**src/rtl/result_bcd_converter_if.sv**
```systemverilog
// Request/result bundle between the result register, the BCD converter and the display driver.
interface result_bcd_converter_if #(
  parameter int bits   = 8,
  parameter int digits = 3
) ();
  logic                  start;
  logic [bits-1:0]       value;
  logic                  busy;
  logic                  done;
  logic [4*digits-1:0]   bcd;
  logic                  neg;

  modport master (output start, value, input busy, done, bcd, neg);
  modport slave  (input start, value, output busy, done, bcd, neg);
endinterface

```
**src/rtl/result_bcd_converter.sv**
```systemverilog
// Sequential double-dabble converter: one result bit per clock, holds the last
// published BCD/sign for the display until the next conversion completes.
module result_bcd_converter #(
  parameter int bits      = 8,
  parameter int digits    = 3,
  parameter bit signed_in = 1'b0
) (
  input logic                    clk,
  input logic                    reset,
  result_bcd_converter_if.slave  bus
);
  localparam int CW = $clog2(bits + 1);
  localparam int SW = 4 * digits;

  typedef enum logic [1:0] {IDLE, CONV, DONE} state_t;

  state_t          state_q, state_d;
  logic [bits-1:0] mag_q, mag_d;
  logic [SW-1:0]   scratch_q, scratch_d;
  logic [CW-1:0]   cnt_q, cnt_d;
  logic            sign_q, sign_d;
  logic [SW-1:0]   bcd_q, bcd_d;
  logic            neg_q, neg_d;
  logic            busy_q, busy_d;
  logic            done_q, done_d;

  logic [SW-1:0]   adj;
  logic [SW-1:0]   scratch_shift;

  always_ff @(posedge clk or posedge reset) begin
    if (reset) begin
      state_q   <= IDLE;
      mag_q     <= '0;
      scratch_q <= '0;
      cnt_q     <= '0;
      sign_q    <= 1'b0;
      bcd_q     <= '0;
      neg_q     <= 1'b0;
      busy_q    <= 1'b0;
      done_q    <= 1'b0;
    end else begin
      state_q   <= state_d;
      mag_q     <= mag_d;
      scratch_q <= scratch_d;
      cnt_q     <= cnt_d;
      sign_q    <= sign_d;
      bcd_q     <= bcd_d;
      neg_q     <= neg_d;
      busy_q    <= busy_d;
      done_q    <= done_d;
    end
  end

  always_comb begin
    state_d = state_q;
    case (state_q)
      IDLE:    if (bus.start) state_d = CONV;
      CONV:    if (cnt_q == CW'(1)) state_d = DONE;
      DONE:    state_d = IDLE;
      default: state_d = IDLE;
    endcase
  end

  // Add-3 correction on every digit >= 5, then shift the magnitude MSB in.
  always_comb begin
    adj = scratch_q;
    for (int unsigned i = 0; i < digits; i++) begin
      if (scratch_q[4*i +: 4] >= 4'd5) adj[4*i +: 4] = scratch_q[4*i +: 4] + 4'd3;
    end
    scratch_shift = {adj[SW-2:0], mag_q[bits-1]};
  end

  always_comb begin
    mag_d     = mag_q;
    scratch_d = scratch_q;
    cnt_d     = cnt_q;
    sign_d    = sign_q;
    bcd_d     = bcd_q;
    neg_d     = neg_q;
    case (state_q)
      IDLE: begin
        if (bus.start) begin
          if (signed_in && bus.value[bits-1]) begin
            mag_d  = ~bus.value + bits'(1);
            sign_d = 1'b1;
          end else begin
            mag_d  = bus.value;
            sign_d = 1'b0;
          end
          scratch_d = '0;
          cnt_d     = CW'(bits);
        end
      end
      CONV: begin
        scratch_d = scratch_shift;
        mag_d     = mag_q << 1;
        cnt_d     = cnt_q - CW'(1);
        // Publish on the edge entering DONE so the display never sees partial digits.
        if (cnt_q == CW'(1)) begin
          bcd_d = scratch_shift;
          neg_d = sign_q;
        end
      end
      default: ;
    endcase
    busy_d = (state_d != IDLE);
    done_d = (state_d == DONE);
  end

  assign bus.busy = busy_q;
  assign bus.done = done_q;
  assign bus.bcd  = bcd_q;
  assign bus.neg  = neg_q;
endmodule

```
**src/flat_wrapper.sv**
```systemverilog
// flat-port wrapper written by rule: the top's interface ports become plain ports
module result_bcd_converter_flat 
#(
  parameter int bits      = 8,
  parameter int digits    = 3,
  parameter bit signed_in = 1'b0
)
  (clk, reset, bus_start, bus_value, bus_busy, bus_done, bus_bcd, bus_neg);
  result_bcd_converter_if #(.bits(bits), .digits(digits)) bus_i ();
  input logic clk;
  input logic reset;
  input wire logic [$bits(bus_i.start)-1:0] bus_start;
  input wire logic [$bits(bus_i.value)-1:0] bus_value;
  output wire logic [$bits(bus_i.busy)-1:0] bus_busy;
  output wire logic [$bits(bus_i.done)-1:0] bus_done;
  output wire logic [$bits(bus_i.bcd)-1:0] bus_bcd;
  output wire logic [$bits(bus_i.neg)-1:0] bus_neg;
  assign bus_i.start = bus_start;
  assign bus_i.value = bus_value;
  assign bus_busy = bus_i.busy;
  assign bus_done = bus_i.done;
  assign bus_bcd = bus_i.bcd;
  assign bus_neg = bus_i.neg;
  result_bcd_converter #(.bits(bits), .digits(digits), .signed_in(signed_in)) u_core (.clk(clk), .reset(reset), .bus(bus_i));
endmodule
```
**config.mk**
```make
export PLATFORM = sky130hd
export DESIGN_NAME = result_bcd_converter_flat
export DESIGN_NICKNAME = d
export VERILOG_FILES = /design/src/rtl/result_bcd_converter_if.sv /design/src/rtl/result_bcd_converter.sv /design/src/flat_wrapper.sv
export SDC_FILE = /design/constraint.sdc
export NUM_CORES = 1
export LEC_CHECK = 0
export CELL_PAD_IN_SITES_DETAIL_PLACEMENT = 2
export CELL_PAD_IN_SITES_GLOBAL_PLACEMENT = 2
export CORE_MARGIN = 2
export CORE_UTILIZATION = 35
export DETAILED_ROUTE_END_ITERATION = 12
export GPL_TIMING_DRIVEN = 0
export PLACE_DENSITY = 0.76
export SYNTH_ARGS = -nofsm -noshare
export SYNTH_HDL_FRONTEND = slang
export SYNTH_SLANG_ARGS = --single-unit
```
**constraint.sdc**
```tcl
create_clock -name clk -period 1.7 [get_ports clk]
set_input_delay 0.34 -clock clk [delete_from_list [all_inputs] [get_ports clk]]
set_output_delay 0.34 -clock clk [all_outputs]
set_load 0.005 [all_outputs]
```
==> flow_summary.toml, run 1 <==
[run_status]
status = "finished clean"

[clock_network]
path_clk_slew_ps = 80
clock_sinks = 40
cts_buffers = 5
cts.path.max_buffers = 2
clockRootBuffer = "clkbuf_8"
clkLatencyLatePin_ps = 300
ctsHoldBuffers = 0
cts_tree = "done"
htree_levels = 2

[yosys]
synth_area_mm2 = 0.00190
avgSynthCellArea_um2 = 10.7
synth_nets = 197
yosysTopAreaCell = "dfrtp_1"
yosysTopAreaCellShare = 0.526
synth_most_common_cell = "dfrtp_1"
yosys.cell_types.count = 34
synthFlopType = "dfrtp_1"
ys_ff_latch = 40
synthArstFlopShare = 1.00
synth_area_leaders = "dfrtp_1, ha_1, o21ai_1, mux2i_1, nand2_1"
synth_warnings = 0
synth_enable_flop_cells = 0
ys_top_cells_by_count = "dfrtp_1, nand2_1, o21ai_1"
synth-seq-area-share = 0.526
syn_inst = 178

[placed_design]
place_congestion = 0.733
place_ws_ps = -63.8
dp.final_hpwl_um = 3430
port_buffers = 24

[timing]
relSlewSlack = 0.426
finalCritPeriodShare = 0.962
fmax_mhz = 611
whs_ps = 485
layout_setup_ws_ps = 64.0
min_period_ps = 1640
setup_violations = 0
tightest_slew_ps = 860
finalHoldViolations = 0
finalMaxSlewViolations = 0
finalSetupTns_ps = 0
fin_skew_ps = 5.05

[setup_path]
r2r_end = "u_core.bus.bcd[6]"
startpoint_type = "flip-flop"
cp_max_fo = 4
reg2reg_depth = 6
worstReg2RegStart = "u_core.scratch_q[4]"
crit_required_ps = 1940
worstSetupStartpoint = "u_core.scratch_q[4]"
reg2reg_slack_ps = 60
critPathCaptureType = "flip-flop"
crit_end = "u_core.bus.bcd[6]"
cp.arrival_ps = 1880
path_class = "flip-flop to flip-flop"

[final_layout]
final_core_util = 0.461
syn_to_final_growth_pct = 25.2
n_antenna_cell = 0
layout.nets = 232
drive_gt1_frac = 0.182

[detailed_routing]
drt-pass1-iter-count = 3
drt_iter0_drc = 35
viasPerCell = 5.06
post_drt_wl_per_cell_um = 17.0
num_vias = 1438
wl_um = 4840
postRouteAntennaNets = 0
drc = 0

[floorplan]
die_h_um = 77.8
initial_core_util = 0.368
num_rows = 26
die_x_um = 77.8
io_pins = 26
dieArea_mm2 = 0.00605
fp.coreArea_mm2 = 0.00517

[power]
p_leak_uw = 0.00107
vdd_drop_max_uv = 672
powerDensity_mw_per_mm2 = 1920

[grt]
overflow = 0
groute.layer.met1.usage = 0.214
use_met2 = 0.315
grt_pass1_vias = 1655
grt_util_met3 = 0.0360
grt_pass1_wl_um = 8270
antenna_found_initial = 0
grt_usage = 0.178
grt_max_degree = 41
gr-max-usage-layer = "met2"

[min_path]
min-delay-path-class = "flip-flop to flip-flop"

[flow_run]
drv_cap = 0
==> flip-flops by register name (all words and copies together) (netlist names) <==
| register | count |
|---|---|
| u_core.bus.bcd | 12 |
| u_core.scratch_q | 12 |
| u_core.mag_q | 8 |
| u_core.cnt_q | 4 |
| u_core.state_q | 2 |
| u_core.bus.busy | 1 |
| u_core.bus.done | 1 |
==> per-layer routing <==
layer / part of all wire / wire length [µm] / vias up
met5: 0 / 0 / -
met4: 0.017 / 80 / 0
met3: 0.029 / 139 / 7
met2: 0.52 / 2500 / 24
met1: 0.44 / 2120 / 732
li1: - / - / 675
==> worst min-delay path by stage <==
stage | start | to | slack (ps) | cells past startpoint
CTS | u_core.bus.bcd[0] | u_core.bus.bcd[0] | 490 | 2
global placement | u_core.bus.bcd[0] | u_core.bus.bcd[0] | 460 | 2
detailed placement | u_core.bus.bcd[0] | u_core.bus.bcd[0] | 470 | 2
global route | u_core.bus.bcd[0] | u_core.bus.bcd[0] | 520 | 2
floorplan | u_core.mag_q[1] | u_core.mag_q[1] | 450 | 2
finish | u_core.bus.bcd[0] | u_core.bus.bcd[0] | 480 | 2
==> critical path: stages (launching register included) <==
cell,delay (ps)
dfrtp_1,410
inv_1,140
ha_2,230
nand2b_1,100
a21oi_2,230
mux2i_2,290
mux2_4,180
==> logic make-up (layout without fill, tap and decap cells) <==
family,Yosys count,after routing,share of synthesized area
buffers and inverters,22,58,0.0670
XOR/XNOR,3,3,0.0138
AO/OA/AOI/OAI,46,46,0.143
flip-flops,40,40,0.526
multiplexers,12,12,0.0696
adder cells (fa/ha/maj),8,8,0.0526
other,1,1,0.00197
AND/OR/NAND/NOR,46,46,0.126
==> stage by stage <==
stage	cells	power, µW	cell area [µm²]
after floorplan	178	3020	1900
after global placement	272	3640	2230
after detailed placement	272	3830	2230
after CTS	281	4600	2350
after global routing	284	4970	2380
final	284	4580	2380
==> placed cells by master (no fill, tap or decap), types with 3 or more instances in the layout <==
cell,count
a21oi_1,3
a21oi_2,3
a22o_1,4
a31oi_1,3
buf_2,3
buf_4,7
buf_6,3
clkbuf_8,6
clkdlybuf4s50_1,24
dfrtp_1,40
ha_1,6
inv_1,8
inv_2,3
mux2i_1,7
nand2_1,21
nand2b_1,4
nor2_1,7
nor3_1,4
o21ai_0,5
o21ai_1,19
o22ai_1,5
xnor2_1,3
==> layout make-up <==
cell class / instances / area [µm²]
flip-flops and latches: 40 / 1000
clock buffers: 6 / 82.6
clock inverters: 2 / 10.0
multi-input cells: 116 / 798
repair buffers: 28 / 270
well taps: 70 / 87.6
plain buffers: 10 / 86.3
inverters: 12 / 47.5
fillers: 533 / 2790
==> where the power goes <==
group / internal, µW / switching (µW)
Clock: 324 / 349
Sequential: 1370 / 322
Combinational: 1110 / 1100
==> repair_timing <==
| action | 4_1_cts | 5_1_grt |
|---|---|---|
| buffers inserted | 1 | 3 |
| resized for setup | 4 | 5 |
| hold endpoints to repair | 0 | 0 |
| setup endpoints to repair | 3 | 4 |
| pin swaps | 0 | 1 |
No activity file was read; power rests on OpenSTA's default activity.
==> run 2, diff against run 1 <==
- PLACE_DENSITY: 0.76 -> 0.8
==> flow_summary.toml, run 2 (synthesized netlist as in run 1, its figures left out) <==
[setup_path]
critical_path.top_delay_family = "flip-flops"
crit_required_ps = 1890
path_depth = 7
reg2reg_depth = 7
path_cells = "inv_2 > ha_1 > nor3b_4 > nand2_4 > inv_2 > buf_6 > mux2_4"
cp_max_fo = 10
cp.buffers_inverters = 3
cp_slowest_stage_delay_ps = 400
path_class = "flip-flop to flip-flop"
cp.arrival_ps = 1820
critPathCaptureType = "flip-flop"
critPathSlowestCell = "dfrtp_1"
crit_top_cell = "inv_2"
startpoint_type = "flip-flop"

[power]
powerDensity_mw_per_mm2 = 1960
p_switching_uw = 1760
power_uw = 4630
seqPwrFrac = 0.366
p_int_uw = 2870
sw_frac_of_total = 0.381
power_frac_comb = 0.463
vdd_drop_max_uv = 641
p_leak_uw = 0.00106
p_clk_frac = 0.171

[placed_design]
place_ws_ps = -84.9
port_buffers = 24
dpl_cell_area_mm2 = 0.00223
place_congestion = 0.802
dp.final_hpwl_um = 3330

[clock_network]
clock_sinks = 40
cts_buffers = 5
clockRootBuffer = "clkbuf_8"
cts.path.max_buffers = 2
path_clk_slew_ps = 80
htree_levels = 2
clkLatencyLatePin_ps = 300
cts_tree = "done"
ctsHoldBuffers = 0

[min_path]
min-delay-path-class = "flip-flop to flip-flop"
hold_path_depth = 2

[final_layout]
layout.nets = 229
layout_common_cells = "dfrtp_1, clkdlybuf4s50_1, nand2_1"
drive_gt1_frac = 0.161
syn_to_final_growth_pct = 24.3
final_common_cell = "dfrtp_1"
n_antenna_cell = 0
finalInstanceArea_mm2 = 0.00237

[grt]
overflow = 0
grt_pass1_wl_um = 8090
antenna_found_initial = 0
grt_usage = 0.174
grt_max_degree = 41
grt_pass1_vias = 1601

[floorplan]
fp.coreArea_mm2 = 0.00517
num_rows = 26
initial_core_util = 0.368
die_h_um = 77.8
die_x_um = 77.8
dieArea_mm2 = 0.00605
io_pins = 26

[detailed_routing]
num_vias = 1419
drc = 0
viasPerCell = 5.05
drt_iter0_drc = 44
wl_um = 4700
post_drt_wl_per_cell_um = 16.7
drt-pass1-iter-count = 4
postRouteAntennaNets = 0

[timing]
finalHoldViolations = 0
fin_skew_ps = 7.09
fmax_mhz = 614
min_period_ps = 1630
finalCritPeriodShare = 0.958
finalMaxSlewViolations = 0
finalSetupTns_ps = 0
tightest_slew_ps = 852
setup_violations = 0
layout_setup_ws_ps = 71.7
relSlewSlack = 0.431

[run_status]
status = "finished clean"

[flow_run]
drv_cap = 0
-- run 2: area by class of cell --
type                            count  area, µm²
Inverter                           12       45.0
Timing Repair Buffer               25        248
Tap cell                           70       87.6
Fill cell                         552       2810
Sequential cell                    40       1000
Clock buffer                        5       68.8
Clock inverter                      3       42.5
Buffer                             10       82.6
Multi-Input combinational cell    116        792
-- run 2: final timing paths --
| kind | slack [ps] | end | start |
|---|---|---|---|
| max in group asynchronous | 630 | u_core.mag_q[1] | reset |
| worst min register to register | 480 | u_core.bus.bcd[0] | u_core.bus.bcd[0] |
| worst min-delay path | 480 | u_core.bus.bcd[0] | u_core.bus.bcd[0] |
| worst max register to register | 70 | u_core.bus.bcd[2] | u_core.cnt_q[1] |
| min in group asynchronous | 530 | u_core.bus.bcd[2] | reset |
| worst max-delay path | 70 | u_core.bus.bcd[2] | u_core.cnt_q[1] |
-- run 2: what timing repair did --
item | 4_1_cts | 5_1_grt
endpoints found under the setup margin | 2 | 5
gates resized for setup | 2 | 3
setup buffers | 0 | 1
-- run 2: per-layer routing --
metal | vias to the layer above | GRT usage | share of wire | wire [µm]
li1 | 670 | - | - | -
met1 | 715 | 0.213 | 0.45 | 2130
met2 | 28 | 0.298 | 0.50 | 2360
met3 | 6 | 0.0442 | 0.032 | 152
met4 | 0 | 0.0536 | 0.013 | 63
met5 | - | 0 | 0 | 0
-- run 2: worst reg2reg max path, stage by stage (launching register included) --
cell	delay [ps]
dfrtp_1	400
inv_2	80
ha_1	140
nor3b_4	270
nand2_4	80
inv_2	80
buf_6	160
mux2_4	310
-- run 2: power by group through the flow --
stage | clock network [µW] | logic (µW) | registers (µW)
2_1_floorplan | 0 | 1400 | 1620
3_3_place_gp | 0 | 1970 | 1650
3_5_place_dp | 0 | 2120 | 1700
4_1_cts | 812 | 2170 | 1690
5_1_grt | 864 | 2410 | 1760
6_report | 793 | 2150 | 1690
-- run 2: metrics by stage --
| step | hold slack, ps | utilization | cells |
|---|---|---|---|
| after detailed placement | 464 | 0.432 | 272 |
| after global placement | 460 | 0.432 | 272 |
| after floorplan | 455 | - | 178 |
| after global routing | 539 | 0.458 | 281 |
| after CTS | 485 | 0.455 | 280 |
| final | 479 | 0.458 | 281 |
